==> config.mk <==
export PLATFORM = sky130hd
export DESIGN_NAME = ram_sp_arbiter
export DESIGN_NICKNAME = d
export VERILOG_FILES = /design/src/rtl/ram_sp_arbiter.sv
export SDC_FILE = /design/constraint.sdc
export NUM_CORES = 1
export LEC_CHECK = 0
export CORE_AREA = 2 2 100 54
export CTS_CLUSTER_DIAMETER = 60
export DETAILED_ROUTE_END_ITERATION = 16
export DIE_AREA = 0 0 102 56
export PLACE_DENSITY = 0.8
export SYNTH_ARGS = -nofsm -noshare
export SYNTH_HDL_FRONTEND = slang
export SYNTH_SLANG_ARGS = --single-unit
==> constraint.sdc <==
create_clock -name clk -period 1.9 [get_ports clk]
set_input_delay 0.38 -clock clk [delete_from_list [all_inputs] [get_ports clk]]
set_output_delay 0.38 -clock clk [all_outputs]
set_load 0.02 [all_outputs]
==> src/rtl/ram_sp_arbiter.sv <==
// Round-robin arbiter for two requesters sharing one single-port RAM.
// Runs a full-depth init sweep after reset, then serves A and B and routes read data back.
module ram_sp_arbiter #(
    parameter int MEM_WIDTH  = 16,
    parameter int MEM_DEPTH  = 1024,
    parameter int ADDR_SIZE  = 10,
    parameter int RD_LATENCY = 2,
    parameter logic [MEM_WIDTH-1:0] INIT_VALUE = '0
) (
    input  logic                 clk,
    input  logic                 rst,

    input  logic                 a_req,
    input  logic                 a_we,
    input  logic [ADDR_SIZE-1:0] a_addr,
    input  logic [MEM_WIDTH-1:0] a_wdata,
    output logic                 a_gnt,
    output logic                 a_rvalid,
    output logic [MEM_WIDTH-1:0] a_rdata,
    output logic                 a_rparity,

    input  logic                 b_req,
    input  logic                 b_we,
    input  logic [ADDR_SIZE-1:0] b_addr,
    input  logic [MEM_WIDTH-1:0] b_wdata,
    output logic                 b_gnt,
    output logic                 b_rvalid,
    output logic [MEM_WIDTH-1:0] b_rdata,
    output logic                 b_rparity,

    output logic                 init_done,

    output logic                 ram_blk_select,
    output logic                 ram_wr_en,
    output logic                 ram_rd_en,
    output logic                 ram_addr_en,
    output logic                 ram_dout_en,
    output logic [ADDR_SIZE-1:0] ram_addr,
    output logic [MEM_WIDTH-1:0] ram_din,
    input  logic [MEM_WIDTH-1:0] ram_dout,
    input  logic                 ram_parity
);

    localparam logic [0:0] ST_INIT = 1'b0;
    localparam logic [0:0] ST_RUN  = 1'b1;

    localparam logic ID_A = 1'b0;
    localparam logic ID_B = 1'b1;

    localparam logic [ADDR_SIZE-1:0] INIT_LAST = ADDR_SIZE'(MEM_DEPTH - 1);

    logic [0:0]            r_state;
    logic [ADDR_SIZE-1:0]  r_init_cnt;
    logic                  r_init_done;
    logic                  r_last_grant;
    logic [RD_LATENCY-1:0] r_rd_vld_pipe;
    logic [RD_LATENCY-1:0] r_rd_id_pipe;

    logic w_run;
    logic w_init;
    logic w_gnt_a;
    logic w_gnt_b;
    logic w_rd_accept;
    logic w_rd_id;
    logic w_ret_vld;
    logic w_ret_id;

    // Outputs are gated by rst so every control pin shows its idle value while reset is held.
    assign w_init = (r_state == ST_INIT) && !rst;
    assign w_run  = (r_state == ST_RUN)  && !rst;

    // On a tie, the requester that did not win last time takes the slot.
    assign w_gnt_a = w_run && a_req && (!b_req || (r_last_grant == ID_B));
    assign w_gnt_b = w_run && b_req && (!a_req || (r_last_grant == ID_A));

    assign w_rd_accept = (w_gnt_a && !a_we) || (w_gnt_b && !b_we);
    assign w_rd_id     = w_gnt_b ? ID_B : ID_A;

    assign w_ret_vld = r_rd_vld_pipe[RD_LATENCY-1] && !rst;
    assign w_ret_id  = r_rd_id_pipe[RD_LATENCY-1];

    always_comb begin
        ram_blk_select = 1'b0;
        ram_wr_en      = 1'b0;
        ram_rd_en      = 1'b0;
        ram_addr       = '0;
        ram_din        = '0;
        if (w_init) begin
            ram_blk_select = 1'b1;
            ram_wr_en      = 1'b1;
            ram_addr       = r_init_cnt;
            ram_din        = INIT_VALUE;
        end else if (w_gnt_a) begin
            ram_blk_select = 1'b1;
            ram_wr_en      = a_we;
            ram_rd_en      = !a_we;
            ram_addr       = a_addr;
            ram_din        = a_wdata;
        end else if (w_gnt_b) begin
            ram_blk_select = 1'b1;
            ram_wr_en      = b_we;
            ram_rd_en      = !b_we;
            ram_addr       = b_addr;
            ram_din        = b_wdata;
        end
    end

    always_ff @(posedge clk) begin
        if (rst) begin
            r_state      <= ST_INIT;
            r_init_cnt   <= '0;
            r_init_done  <= 1'b0;
            r_last_grant <= ID_B;
        end else begin
            case (r_state)
                ST_INIT: begin
                    r_init_cnt <= r_init_cnt + 1'b1;
                    if (r_init_cnt == INIT_LAST) begin
                        r_state     <= ST_RUN;
                        r_init_done <= 1'b1;
                    end
                end
                default: begin
                    if (w_gnt_a) begin
                        r_last_grant <= ID_A;
                    end else if (w_gnt_b) begin
                        r_last_grant <= ID_B;
                    end
                end
            endcase
        end
    end

    // Read-return tracker: one slot per cycle of RAM latency; valid is cleared by reset, id is not.
    always_ff @(posedge clk) begin
        if (rst) begin
            r_rd_vld_pipe <= '0;
        end else begin
            r_rd_vld_pipe[0] <= w_rd_accept;
            for (int i = 1; i < RD_LATENCY; i++) begin
                r_rd_vld_pipe[i] <= r_rd_vld_pipe[i-1];
            end
        end
    end

    always_ff @(posedge clk) begin
        r_rd_id_pipe[0] <= w_rd_id;
        for (int i = 1; i < RD_LATENCY; i++) begin
            r_rd_id_pipe[i] <= r_rd_id_pipe[i-1];
        end
    end

    assign a_gnt     = w_gnt_a;
    assign b_gnt     = w_gnt_b;
    assign a_rvalid  = w_ret_vld && (w_ret_id == ID_A);
    assign b_rvalid  = w_ret_vld && (w_ret_id == ID_B);
    assign a_rdata   = ram_dout;
    assign b_rdata   = ram_dout;
    assign a_rparity = ram_parity;
    assign b_rparity = ram_parity;
    assign init_done = r_init_done && !rst;

    assign ram_addr_en = 1'b0;
    assign ram_dout_en = 1'b1;

endmodule

==> metrics.yaml <==
clock-sinks: 17
vias: 1412
wl_per_cell_microns: 15.3
p_per_area_nw_per_um2: 359
violations: "negative setup slack"
synthTopCellsByArea: "dfxtp_1 25%, buf_4 20%, a22o_1 10%"
required_ns: 1.52
totalPowerFinal_mw: 0.832
antenna_left: 0
gp_congestion: 0.683
synth_edf_count: 0
crit_start: "r_state"
antenna_found_initial: 0
io_pins: 145
setup_violations: 15
drt-vias-per-instance: 4.68
synth_common_cells: "36 x buf_4, 17 x dfxtp_1, 16 x a22o_1"
crit_chain: "and3b_2 > nand2_4 > clkinvlp_4 > or3_4 > buf_6"
endpoint: "ram_blk_select"
port_buffers: 91
num_rows: 18
max-cap-violations: 0
dieHeight_microns: 56
yosysSeqAreaShare_pct: 25.2
gr-total-overflow: 0
syn_area_sq_um: 1350
antenna_cells: 0
synth.most_common_cell: "buf_4"
r2r_start: "r_init_cnt[0]"
grt_pass1_vias: 1365
r2r_slack_ns: 0.33
start_util_pct: 28.3
dr.pass1.iters: 5
fin_area_sq_um: 2320
fmax_mhz: 510
hold_viol: 0
drc_errors: 0
dp_slack_ns: -0.990
numCtsBuffers: 3
path_max_fanout: 6
multi_input_area_sq_um: 744
syn-num-nets: 235
dieArea_sq_um: 5710
reg2reg_to: "r_init_cnt[8]"
cellLeakagePower_nw: 1.05
coreArea_sq_um: 4770
wl_microns: 4620
worst_ir_drop_vdd_mv: 0.245
grt_use_total_pct: 15.6
fin_tns_setup_ns: -0.267
insertion_delay_ns: 0.25
post_route_cells_drive_above_1_share_pct: 34.5
area_growth_pct: 71.6
drv_slew: 0
synth-seq-cells: 17
synth_cells: 159
synth_ff_type: "dfxtp_1"
drtIter0Drc: 50
hold_class: "reg -> reg"
min_period_ns: 1.96
timing.final.crit_share_pct: 103
finClkSkew_ns: 0.00388
cts_buffer_depth: 2
yosys.area.top_type: "dfxtp_1"
htreeDepth: 1
critPathKind: "reg -> out"
regArea_sq_um: 343
arrival_ns: 1.58
worst_slack_ns: -0.0590
end_kind: "output pin"
startpoint_type: "register"
hold-worst-slack_ns: 0.332
yosysUniqueCellTypes: 38
status: "finished with violations"
cts_tree: "yes"
yosysTopAreaCellShare_pct: 25.2
grt_max_degree: 14
critPathMaxStageDelay_ns: 0.39
clockRootBuffer: "clkbuf_8"
synth.avg_cell_area_sq_um: 8.51
die-width_microns: 102
post-dp-hpwl_microns: 3460
nNetsFinal: 309
n_fill_cell: 470
grt_pass1_wl_microns: 7080
path_clk_slew_ns: 0.06
rsz0062_at_grt: "true"
slowest_stage: "or3_4"
r2r_cells: 4
dpl_cell_area_sq_um: 2150
synthArstFlopShare_pct: 0
synth_warnings: 0
[worst max-delay path: cells and delay by family, from the launching register on]
kind,cells,cell delay [ns]
simple gates,3,0.72
flops,1,0.33
buf+inv,2,0.28
[layer usage]
metal / wire length (microns) / track usage [%] / vias up / share of wire, %
li1: - / - / 694 / -
met1: 2250 / 22.6 / 671 / 49
met2: 2090 / 22.7 / 45 / 45
met3: 275 / 6.28 / 2 / 6.0
met4: 8 / 1.14 / 0 / 0.17
met5: 0 / 0 / - / 0
[worst min path at each step]
stage | depth (start not counted) | slack [ns] | start | end
after floorplan | 0 | 0.31 | r_rd_id_pipe[0] | r_rd_id_pipe[1]
after global placement | 0 | 0.31 | r_rd_id_pipe[0] | r_rd_id_pipe[1]
after detailed placement | 0 | 0.32 | r_rd_id_pipe[0] | r_rd_id_pipe[1]
after CTS | 0 | 0.34 | r_rd_id_pipe[0] | r_rd_id_pipe[1]
after global routing | 0 | 0.34 | r_rd_id_pipe[0] | r_rd_id_pipe[1]
final | 0 | 0.33 | r_rd_id_pipe[0] | r_rd_id_pipe[1]
[cells in the final DEF (no fill, tap or decap), types with 4 or more instances in the layout]
cell | synthesis | layout
nor2_1 | 7 | 6
buf_4 | 36 | 20
dlygate4sd2_1 | 0 | 4
dfxtp_1 | 17 | 15
clkdlybuf4s50_1 | 0 | 54
buf_2 | 6 | 13
a221o_1 | 10 | 10
a21oi_1 | 6 | 6
a22o_1 | 16 | 16
buf_6 | 0 | 17
and3_4 | 0 | 7
[stage by stage]
stage,utilization [%],std cells
floorplan,-,159
global placement,44.9,287
detailed placement,44.9,287
CTS,46.1,297
global route,48.6,302
finish,48.6,302
[cell families after synthesis]
| family | count (synthesis) | synth area share [%] |
|---|---|---|
| xor gates and xnor gates | 4 | 2.59 |
| adders and majority gates | 1 | 0.925 |
| AOI/OAI and AO/OA | 42 | 25.3 |
| buffers and inverters | 49 | 24.1 |
| other | 2 | 0.555 |
| and+or+nand+nor | 43 | 20.6 |
| muxes | 1 | 0.740 |
| DFF | 17 | 25.2 |
[state kept, by name, summed over array words and instances (netlist names)]
signal	count
r_init_done	1
r_state	1
r_rd_id_pipe	2
r_init_cnt	10
r_rd_vld_pipe	2
r_last_grant	1
[timing repair]
item | CTS | global route
gates cloned | 2 | 0
pin swaps | 9 | 8
buffers inserted | 4 | 5
endpoints found under the hold margin | 0 | 0
hold buffers | 0 | 0
resized for setup | 153 | 32
endpoints found under the setup margin | 34 | 30
[report_power, final]
part	total (mW)	internal [mW]	leakage, nW	switching (mW)
clock	0.267	0.149	0.0228	0.118
combinational	0.195	0.134	0.892	0.0608
sequential	0.370	0.362	0.138	0.00848
[area by class of cell]
class	count	share of cell area [%]
clock buffer	4	1.94
inverter	3	0.701
multi-input combinational	93	32.1
sequential	17	14.8
tap	70	3.77
timing repair buffer	114	46.4
timing repair inverter	1	0.323
(Power assumes the default switching activity.)
